### config.mk
export PLATFORM = sky130hd
export DESIGN_NAME = ps2_rx_frame
export DESIGN_NICKNAME = d
export VERILOG_FILES = /design/src/rtl/ps2_pkg.sv /design/src/rtl/ps2_input_filter.sv /design/src/rtl/ps2_rx_frame.sv
export SDC_FILE = /design/constraint.sdc
export NUM_CORES = 1
export LEC_CHECK = 0
export ABC_AREA = 1
export CORE_ASPECT_RATIO = 2
export CORE_MARGIN = 3
export CORE_UTILIZATION = 55
export CTS_CLUSTER_DIAMETER = 40
export DETAILED_ROUTE_END_ITERATION = 6
export PLACE_DENSITY = 0.75
export SYNTH_ARGS = -nofsm -noshare
export SYNTH_HDL_FRONTEND = slang
export SYNTH_HIERARCHICAL = 1
export SYNTH_SLANG_ARGS = --single-unit
### constraint.sdc
create_clock -name system_clk -period 2.2 [get_ports system_clk]
set_input_delay 0.33 -clock system_clk [delete_from_list [all_inputs] [get_ports system_clk]]
set_output_delay 0.33 -clock system_clk [all_outputs]
set_load 0.01 [all_outputs]
### src/rtl/ps2_pkg.sv
// rtl/ps2_pkg.sv - shared FSM encoding and PS/2 frame constants
package ps2_pkg;

  typedef enum logic [1:0] {
    ST_IDLE   = 2'd0,
    ST_DATA   = 2'd1,
    ST_PARITY = 2'd2,
    ST_STOP   = 2'd3
  } ps2_state_t;

  localparam logic       PS2_START_BIT    = 1'b0;
  localparam logic       PS2_STOP_BIT     = 1'b1;
  localparam int         PS2_DATA_BITS    = 8;
  localparam logic [7:0] PS2_PREFIX_EXT   = 8'hE0;
  localparam logic [7:0] PS2_PREFIX_BREAK = 8'hF0;

endpackage

### src/rtl/ps2_input_filter.sv
// rtl/ps2_input_filter.sv - pin synchronisers, PS2_clk glitch filter and falling-edge bit strobe
module ps2_input_filter #(
  parameter int FILTER_LEN = 4
) (
  input  logic clk,
  input  logic rst_n,
  input  logic ps2_clk,
  input  logic ps2_data,
  output logic bit_strobe,
  output logic data_sync
);

  localparam int FCW = (FILTER_LEN > 2) ? $clog2(FILTER_LEN) : 1;

  logic [1:0]     clk_s;
  logic [1:0]     data_s;
  logic           filt;
  logic [FCW-1:0] fcnt;
  logic           flip;

  // filt only follows the synchronised clock after FILTER_LEN consecutive disagreeing samples
  assign flip      = (clk_s[1] != filt) && (fcnt == FCW'(FILTER_LEN - 1));
  assign data_sync = data_s[1];

  always_ff @(posedge clk or negedge rst_n) begin
    if (!rst_n) begin
      clk_s      <= 2'b11;
      data_s     <= 2'b11;
      filt       <= 1'b1;
      fcnt       <= '0;
      bit_strobe <= 1'b0;
    end else begin
      clk_s      <= {clk_s[0], ps2_clk};
      data_s     <= {data_s[0], ps2_data};
      bit_strobe <= flip && filt;
      if (clk_s[1] == filt) begin
        fcnt <= '0;
      end else if (flip) begin
        filt <= clk_s[1];
        fcnt <= '0;
      end else begin
        fcnt <= fcnt + 1'b1;
      end
    end
  end

endmodule

### src/rtl/ps2_rx_frame.sv
// rtl/ps2_rx_frame.sv - PS/2 frame receiver; PS2_RX_PREFIX_MERGE_EN folds E0/F0 prefixes into flags
module ps2_rx_frame
  import ps2_pkg::*;
#(
  parameter int FILTER_LEN     = 4,
  parameter int TIMEOUT_CYCLES = 50000
) (
  input  logic       system_clk,
  input  logic       reset,
  input  logic       PS2_clk,
  input  logic       PS2_data,
  output logic [7:0] scancode,
  output logic       scancode_valid,
  output logic       extended_flag,
  output logic       break_flag,
  output logic       frame_error,
  output logic       busy
);

  localparam int TW = $clog2(TIMEOUT_CYCLES);

  ps2_state_t    state, state_n;
  logic [7:0]    shift, shift_n;
  logic [2:0]    bit_cnt, cnt_n;
  logic          parity_ok, par_n;
  logic [TW-1:0] timeout_cnt;
  logic          bit_strobe, data_sync;
  logic          timeout_hit, frame_ok, frame_bad;
`ifdef PS2_RX_PREFIX_MERGE_EN
  logic          pend_ext, pend_brk;
`endif

  ps2_input_filter #(.FILTER_LEN(FILTER_LEN)) u_filter (
    .clk        (system_clk),
    .rst_n      (reset),
    .ps2_clk    (PS2_clk),
    .ps2_data   (PS2_data),
    .bit_strobe (bit_strobe),
    .data_sync  (data_sync)
  );

  assign busy = (state != ST_IDLE);

  // fires as the counter would reach TIMEOUT_CYCLES-1, so the error pulse coincides with that count
  assign timeout_hit = busy && !bit_strobe && (timeout_cnt == TW'(TIMEOUT_CYCLES - 2));

  always_comb begin
    state_n   = state;
    shift_n   = shift;
    cnt_n     = bit_cnt;
    par_n     = parity_ok;
    frame_ok  = 1'b0;
    frame_bad = 1'b0;
    if (bit_strobe) begin
      case (state)
        ST_IDLE: begin
          if (data_sync == PS2_START_BIT) begin
            state_n = ST_DATA;
            cnt_n   = '0;
          end
        end
        ST_DATA: begin
          shift_n = {data_sync, shift[7:1]};
          cnt_n   = bit_cnt + 1'b1;
          if (bit_cnt == 3'(PS2_DATA_BITS - 1)) state_n = ST_PARITY;
        end
        ST_PARITY: begin
          par_n   = ^{shift, data_sync};
          state_n = ST_STOP;
        end
        default: begin
          if (data_sync == PS2_STOP_BIT && parity_ok) frame_ok = 1'b1;
          else                                        frame_bad = 1'b1;
          state_n = ST_IDLE;
        end
      endcase
    end else if (timeout_hit) begin
      state_n   = ST_IDLE;
      frame_bad = 1'b1;
    end
  end

  always_ff @(posedge system_clk or negedge reset) begin
    if (!reset) begin
      state          <= ST_IDLE;
      shift          <= '0;
      bit_cnt        <= '0;
      parity_ok      <= 1'b0;
      timeout_cnt    <= '0;
      scancode       <= 8'h00;
      scancode_valid <= 1'b0;
      extended_flag  <= 1'b0;
      break_flag     <= 1'b0;
      frame_error    <= 1'b0;
`ifdef PS2_RX_PREFIX_MERGE_EN
      pend_ext       <= 1'b0;
      pend_brk       <= 1'b0;
`endif
    end else begin
      state          <= state_n;
      shift          <= shift_n;
      bit_cnt        <= cnt_n;
      parity_ok      <= par_n;
      timeout_cnt    <= (!busy || bit_strobe || timeout_hit) ? '0 : timeout_cnt + 1'b1;
      frame_error    <= frame_bad;
      scancode_valid <= 1'b0;
      extended_flag  <= 1'b0;
      break_flag     <= 1'b0;
`ifdef PS2_RX_PREFIX_MERGE_EN
      if (frame_bad) begin
        pend_ext <= 1'b0;
        pend_brk <= 1'b0;
      end else if (frame_ok) begin
        if (shift == PS2_PREFIX_EXT) begin
          pend_ext <= 1'b1;
        end else if (shift == PS2_PREFIX_BREAK) begin
          pend_brk <= 1'b1;
        end else begin
          scancode       <= shift;
          scancode_valid <= 1'b1;
          extended_flag  <= pend_ext;
          break_flag     <= pend_brk;
          pend_ext       <= 1'b0;
          pend_brk       <= 1'b0;
        end
      end
`else
      if (frame_ok) begin
        scancode       <= shift;
        scancode_valid <= 1'b1;
      end
`endif
    end
  end

endmodule

==> flow_summary.json <==
{
  "die_w_um": 52.8,
  "synth-seq-cells": 48,
  "p_leak_nw": 1.20,
  "fin_skew_ns": 0.00520,
  "critPathRequiredTime_ns": 1.87,
  "maxCapViolations": 0,
  "reg2reg_slack_ns": 0.66,
  "antenna_found_initial": 0,
  "drive_gt1_share_pct": 16.0,
  "synth_enable_flop_cells": 0,
  "swShare_pct": 20.5,
  "wl_per_cell_um": 12.7,
  "min-delay-start": "u_filter/data_s[0]$_DFF_PN1_",
  "reg2reg_from": "state[1]$_DFFE_PN0P_",
  "antenna_cells": 0,
  "min_path_cells": 0,
  "wl_met2_um": 2590,
  "post-route-period-util_pct": 90.8,
  "cts_root_buf": "clkbuf_8",
  "power.switching_w": 0.000348,
  "p_int_w": 0.00135,
  "slowest_delay_ns": 0.55,
  "clock-sinks": 48,
  "clk_latency_ns": 0.29,
  "cp.arrival_ns": 1.67,
  "slew_violations": 0,
  "hold_end": "u_filter/data_s[1]$_DFF_PN1_",
  "fin_crit_ns": 2.00,
  "wl_um": 4390,
  "gp_congestion": 0.796,
  "final_nets": 305,
  "cts.repair.resized": 0,
  "cts_buffers": 5,
  "drtAntennaViolNets": 0,
  "hold_viol_final": 0,
  "multi_input_area_um2": 1020,
  "seqPwrFrac_pct": 55.0,
  "dr.max_layer_used": "met4",
  "io_buffers": 14,
  "worstPathCellList": "inv_1 > ha_1 > inv_1 > clkdlybuf4s50_1",
  "synth.distinct_cells": 30,
  "io_pins": 17,
  "firstDrtPassIters": 4,
  "finalSetupViolations": 0,
  "netlist_area_um2": 2410,
  "crit_type": "flop to output port",
  "viasPerCell": 5.01,
  "ys.flop_type": "dfrtp_1",
  "peakVddDrop_mv": 0.556,
  "seq_area_um2": 1210,
  "grtUsageTotal_pct": 19.3,
  "rsz0062_at_grt": "false",
  "avgSynthCellArea_um2": 8.81,
  "fmax_ghz": 0.501,
  "regToRegEndpoint": "scancode[6]$_DFFE_PN0P_",
  "worst_path_max_delay_cell": "clkdlybuf4s50_1",
  "power_frac_comb_pct": 5.3,
  "cp-end-kind": "output port",
  "fin_tns_setup_ns": 0,
  "critPathTopFamily": "buffers and inverters",
  "yosysTopAreaCellShare_pct": 44.7,
  "wl_met3_um": 93,
  "start_util_pct": 57.7,
  "startpoint_type": "flop",
  "cts_tree": "built",
  "hold_path.class": "flop to flop",
  "grt-ovfl-total": 0,
  "wl_met1_um": 1610,
  "grt_first_pass_wirelength_um": 7570,
  "ys_async_sr_fraction_pct": 100,
  "path_buf_inv": 3,
  "yosysTopAreaCell": "dfrtp_1",
  "drc_errors": 0,
  "cp_max_fo": 4,
  "h-tree-depth": 2,
  "reg2reg_depth": 4,
  "core_area_um2": 4170,
  "syn_to_final_growth_pct": 12.3,
  "core.rowCount": 33,
  "cellPowerDensity_nw_per_um2": 628,
  "grt_start_max_net_pins": 21,
  "netlist_instances": 273,
  "max-clock-path-buffers": 2,
  "fin_util_pct": 64.8,
  "dieArea_um2": 5250,
  "cts.clk_slew.worst_paths_ns": 0.08,
  "place_hpwl_um": 3400,
  "crit_top_cell": "inv_1",
  "drt-initial-drc-count": 43,
  "status": "complete, no violations",
  "p_clk_share_pct": 39.7,
  "grt_pass1_vias": 1760,
  "yosysSeqAreaShare_pct": 50.2,
  "die_h_um": 99.5,
  "synth_warnings": 6,
  "num-fill-cells": 362,
  "vias": 1729,
  "synth_area_leaders": "dfrtp_1 45%, nand2_1 8.6%, dfstp_2 5.5%"
}
## metal layers
layer | up-vias | GRT usage [%]
met3 | 10 | 2.85
met4 | 0 | 7.87
met5 | - | 0
met1 | 815 | 19.8
li1 | 884 | -
met2 | 20 | 36.4
## what timing repair did
action / CTS / global route
hold buffers: 1 / 0
buffers inserted: 0 / 0
hold endpoints to repair: 18 / 0
endpoints found under the setup margin: 0 / 0
## cell usage after synthesis, types with 2 or more instances
| cell | number |
|---|---|
| nand2_2 | 7 |
| a21oi_1 | 11 |
| xor2_1 | 9 |
| inv_2 | 2 |
| nand2_1 | 55 |
| dfstp_2 | 5 |
| nand3_1 | 22 |
| o21ai_0 | 12 |
| buf_4 | 3 |
| nor2_2 | 14 |
| nor3_1 | 3 |
| dfrtp_1 | 43 |
| a21oi_2 | 2 |
| inv_1 | 32 |
| nor2_1 | 28 |
| nor2_4 | 3 |
| ha_1 | 9 |
## power groups by stage
| stage | combinational (W) | sequential (W) | clock [W] |
|---|---|---|---|
| after floorplan | 0.0000599 | 0.000946 | 0 |
| after global placement | 0.0000882 | 0.000951 | 0 |
| after detailed placement | 0.0000919 | 0.000952 | 0 |
| after CTS | 0.0000936 | 0.000934 | 0.000696 |
| after global routing | 0.000107 | 0.000938 | 0.000726 |
| final | 0.0000903 | 0.000934 | 0.000674 |
## area by class of cell
class	instances	area share, %
clock buffers	7	3.56
clock inverters	1	1.11
inverters	34	4.72
multi-input cells	186	37.6
flip-flops and latches	48	44.7
well taps	52	2.41
repair buffers	17	5.93
## flip-flops by register name, indices dropped and copies added (netlist names)
signal               cells
scancode_valid           1
u_filter/clk_s           2
u_filter/filt            1
u_filter/bit_strobe      1
shift                    8
u_filter/fcnt            2
scancode                 8
u_filter/data_s          2
parity_ok                1
state                    2
timeout_cnt             16
bit_cnt                  3
frame_error              1
## stage by stage
stage | std cells | setup slack [ns] | hold slack, ns | area (um2) | power (W)
2_1_floorplan | 274 | 0.867 | 0.0344 | 2410 | 0.00101
6_report | 345 | 0.203 | 0.361 | 2700 | 0.00170
3_3_place_gp | 336 | 0.565 | 0.308 | 2570 | 0.00104
5_1_grt | 345 | 0.118 | 0.370 | 2700 | 0.00177
3_5_place_dp | 336 | 0.513 | 0.313 | 2570 | 0.00104
4_1_cts | 345 | 0.173 | 0.362 | 2700 | 0.00172
## cells in the final DEF, fill, tap and decap left out
master	instances
mux2i_1	1
xor2_1	9
o21ai_0	12
o31ai_2	1
inv_2	2
o211ai_1	1
a21oi_1	11
nand2_4	1
nor2_4	3
mux2_2	1
nand3_1	22
nor2_1	28
nand2_2	7
clkbuf_8	7
dfstp_2	5
dfrtp_1	43
inv_1	32
nor3_1	3
a21oi_2	2
buf_4	2
xnor2_1	1
bufinv_16	1
buf_2	1
nor3b_1	1
o21bai_1	1
clkdlybuf4s50_1	13
ha_1	9
conb_1	2
nor2_2	14
nand2_1	55
nand4_1	1
dlygate4sd3_1	1
## logic make-up (layout without fill, tap and decap cells)
logic type	Yosys count	count (layout)	synth area share [%]
adders and majority gates	9	9	4.68
other	1	2	0.156
muxes	2	2	0.884
and+or+nand+nor	135	135	26.1
AOI/OAI and AO/OA	28	28	6.66
DFF	48	48	50.2
buffers and inverters	40	59	7.75
xor gates and xnor gates	10	10	3.64
## worst max path at each step
stage	start	to	slack, ns	depth (start not counted)
finish	state[0]$_DFFE_PN0P_	busy	0.20	4
global route	state[0]$_DFFE_PN0P_	busy	0.12	4
CTS	state[0]$_DFFE_PN0P_	busy	0.17	4
detailed placement	state[0]$_DFFE_PN0P_	busy	0.51	4
global placement	state[0]$_DFFE_PN0P_	busy	0.57	4
floorplan	state[0]$_DFFE_PN0P_	bit_cnt[1]$_DFFE_PN0P_	0.87	6
No activity file was read; power rests on OpenSTA's default activity.
==> variant, RTL diff (config.mk and constraints unchanged) <==
`FILTER_LEN` is set to 4 in 2 places; all go to 8.
--- a/src/rtl/ps2_input_filter.sv
+++ b/src/rtl/ps2_input_filter.sv
@@ -2,3 +2,3 @@
 module ps2_input_filter #(
-  parameter int FILTER_LEN = 4
+  parameter int FILTER_LEN = 8
 ) (
--- a/src/rtl/ps2_rx_frame.sv
+++ b/src/rtl/ps2_rx_frame.sv
@@ -4,3 +4,3 @@
 #(
-  parameter int FILTER_LEN     = 4,
+  parameter int FILTER_LEN     = 8,
   parameter int TIMEOUT_CYCLES = 50000
Behaviour: not the same (a bounded check fails within 10 cycles, from zero or initial values and one cycle with reset low).
==> variant against the unedited design <==
- routed wire length shrank 0.84%
- sequential power is 2% higher
- sequential cell count grew 1
- sequential share of layout area up 0.72 points
- final area up 0.46%
- largest cell class unchanged
- highest routed layer unchanged
- setup slack gained 0.019 ns
- utilization down 0.34 points
- fmax grew 0.94%
- power decreased by 9.3%
- synthesized area increased by 2.0%
==> variant: results <==
[status]
run_status = finished, final reports clean

[global_routing]
globalRouteTotalUtil = 0.189
global_route.usage.met1 = 0.191
grt_first_pass_wirelength_um = 7510
met3_usage = 0.0415
grt_pass1_vias = 1776
grtUsageMet2 = 0.346
grt_max_degree = 22

[clock_tree]
post_cts.repair.setup_buffers = 0

[synthesis]
yosys-mux-area-fraction = 0.00866
post_synth_xor_area_fraction = 0.0357
synthTopCellsByArea = sky130_fd_sc_hd__dfrtp_1, sky130_fd_sc_hd__nand2_1, sky130_fd_sc_hd__dfstp_2
synthAdderAreaFrac = 0.0510
synth.top_cells.by_count = sky130_fd_sc_hd__nand2_1, sky130_fd_sc_hd__dfrtp_1, sky130_fd_sc_hd__inv_1
synth-compound-area-share = 0.0673
yosysSeqAreaShare = 0.502
synth_cell_type_count = 30

[cells_and_area]
num-nets-final = 311
layout-drive-gt1-share = 0.161
filler_cells = 396
inserted_diodes = 0

[placement]
gpl.final_weighted_congestion = 0.771
hpwlAfterDp_um = 3410

[critical_path]
reg2reg_to = state[0]$_DFFE_PN0P_
worstReg2RegStart = timeout_cnt[0]$_DFF_PN0_
timing.reg2reg.worst_path_depth = 8
timing.critical_path.max_delay_family = buffers and inverters
timing.reg2reg.setup_slack_ns = 0.69
cpPeakStageDelay_ns = 0.53
worst_setup_path_startpoint = state[1]$_DFFE_PN0P_
cp_data_arrival_time_ns = 1.65

[drt]
drt_first_iter_violations = 28
detail_route.first_pass.iterations = 5
wire_per_inst_um = 12.4
met2_length_um = 2480
wirelength_met1_um = 1630
dr_wl_met3_um = 101
num_vias = 1799

[pwr]
p_seq_frac = 0.619
vdd.ir_drop.worst_mv = 0.561
power_leakage_nw = 1.21
clkPwrFrac = 0.322
pwr_density_cell_mw_per_mm2 = 567
netSwitchingFraction = 0.227

[timing]
fin_skew_ns = 0.00691
==> variant: area by class of cell <==
type / count / area (um2) / share of cell area
Sequential cell: 49 / 1230 / 0.454
Multi-Input combinational cell: 189 / 1040 / 0.383
Timing Repair Buffer: 18 / 168 / 0.0618
Inverter: 34 / 128 / 0.0470
Clock buffer: 6 / 72.6 / 0.0267
Tap cell: 52 / 65.1 / 0.0240
Clock inverter: 2 / 10.0 / 0.00369
==> variant: per-stage QoR <==
stage,utilization,hold slack (ns),setup slack (ns),instances,area [um2]
4_1_cts,0.645,0.361,0.205,350,2720
5_1_grt,0.645,0.367,0.139,350,2720
2_1_floorplan,-,0.0344,0.867,278,2460
3_3_place_gp,0.623,0.315,0.574,341,2620
3_5_place_dp,0.623,0.316,0.535,341,2620
6_report,0.645,0.359,0.222,350,2720
==> variant: what timing repair did <==
| item | CTS | global route |
|---|---|---|
| gates resized for setup | 0 | 0 |
| hold endpoints to repair | 17 | 0 |
| hold buffers | 1 | 0 |
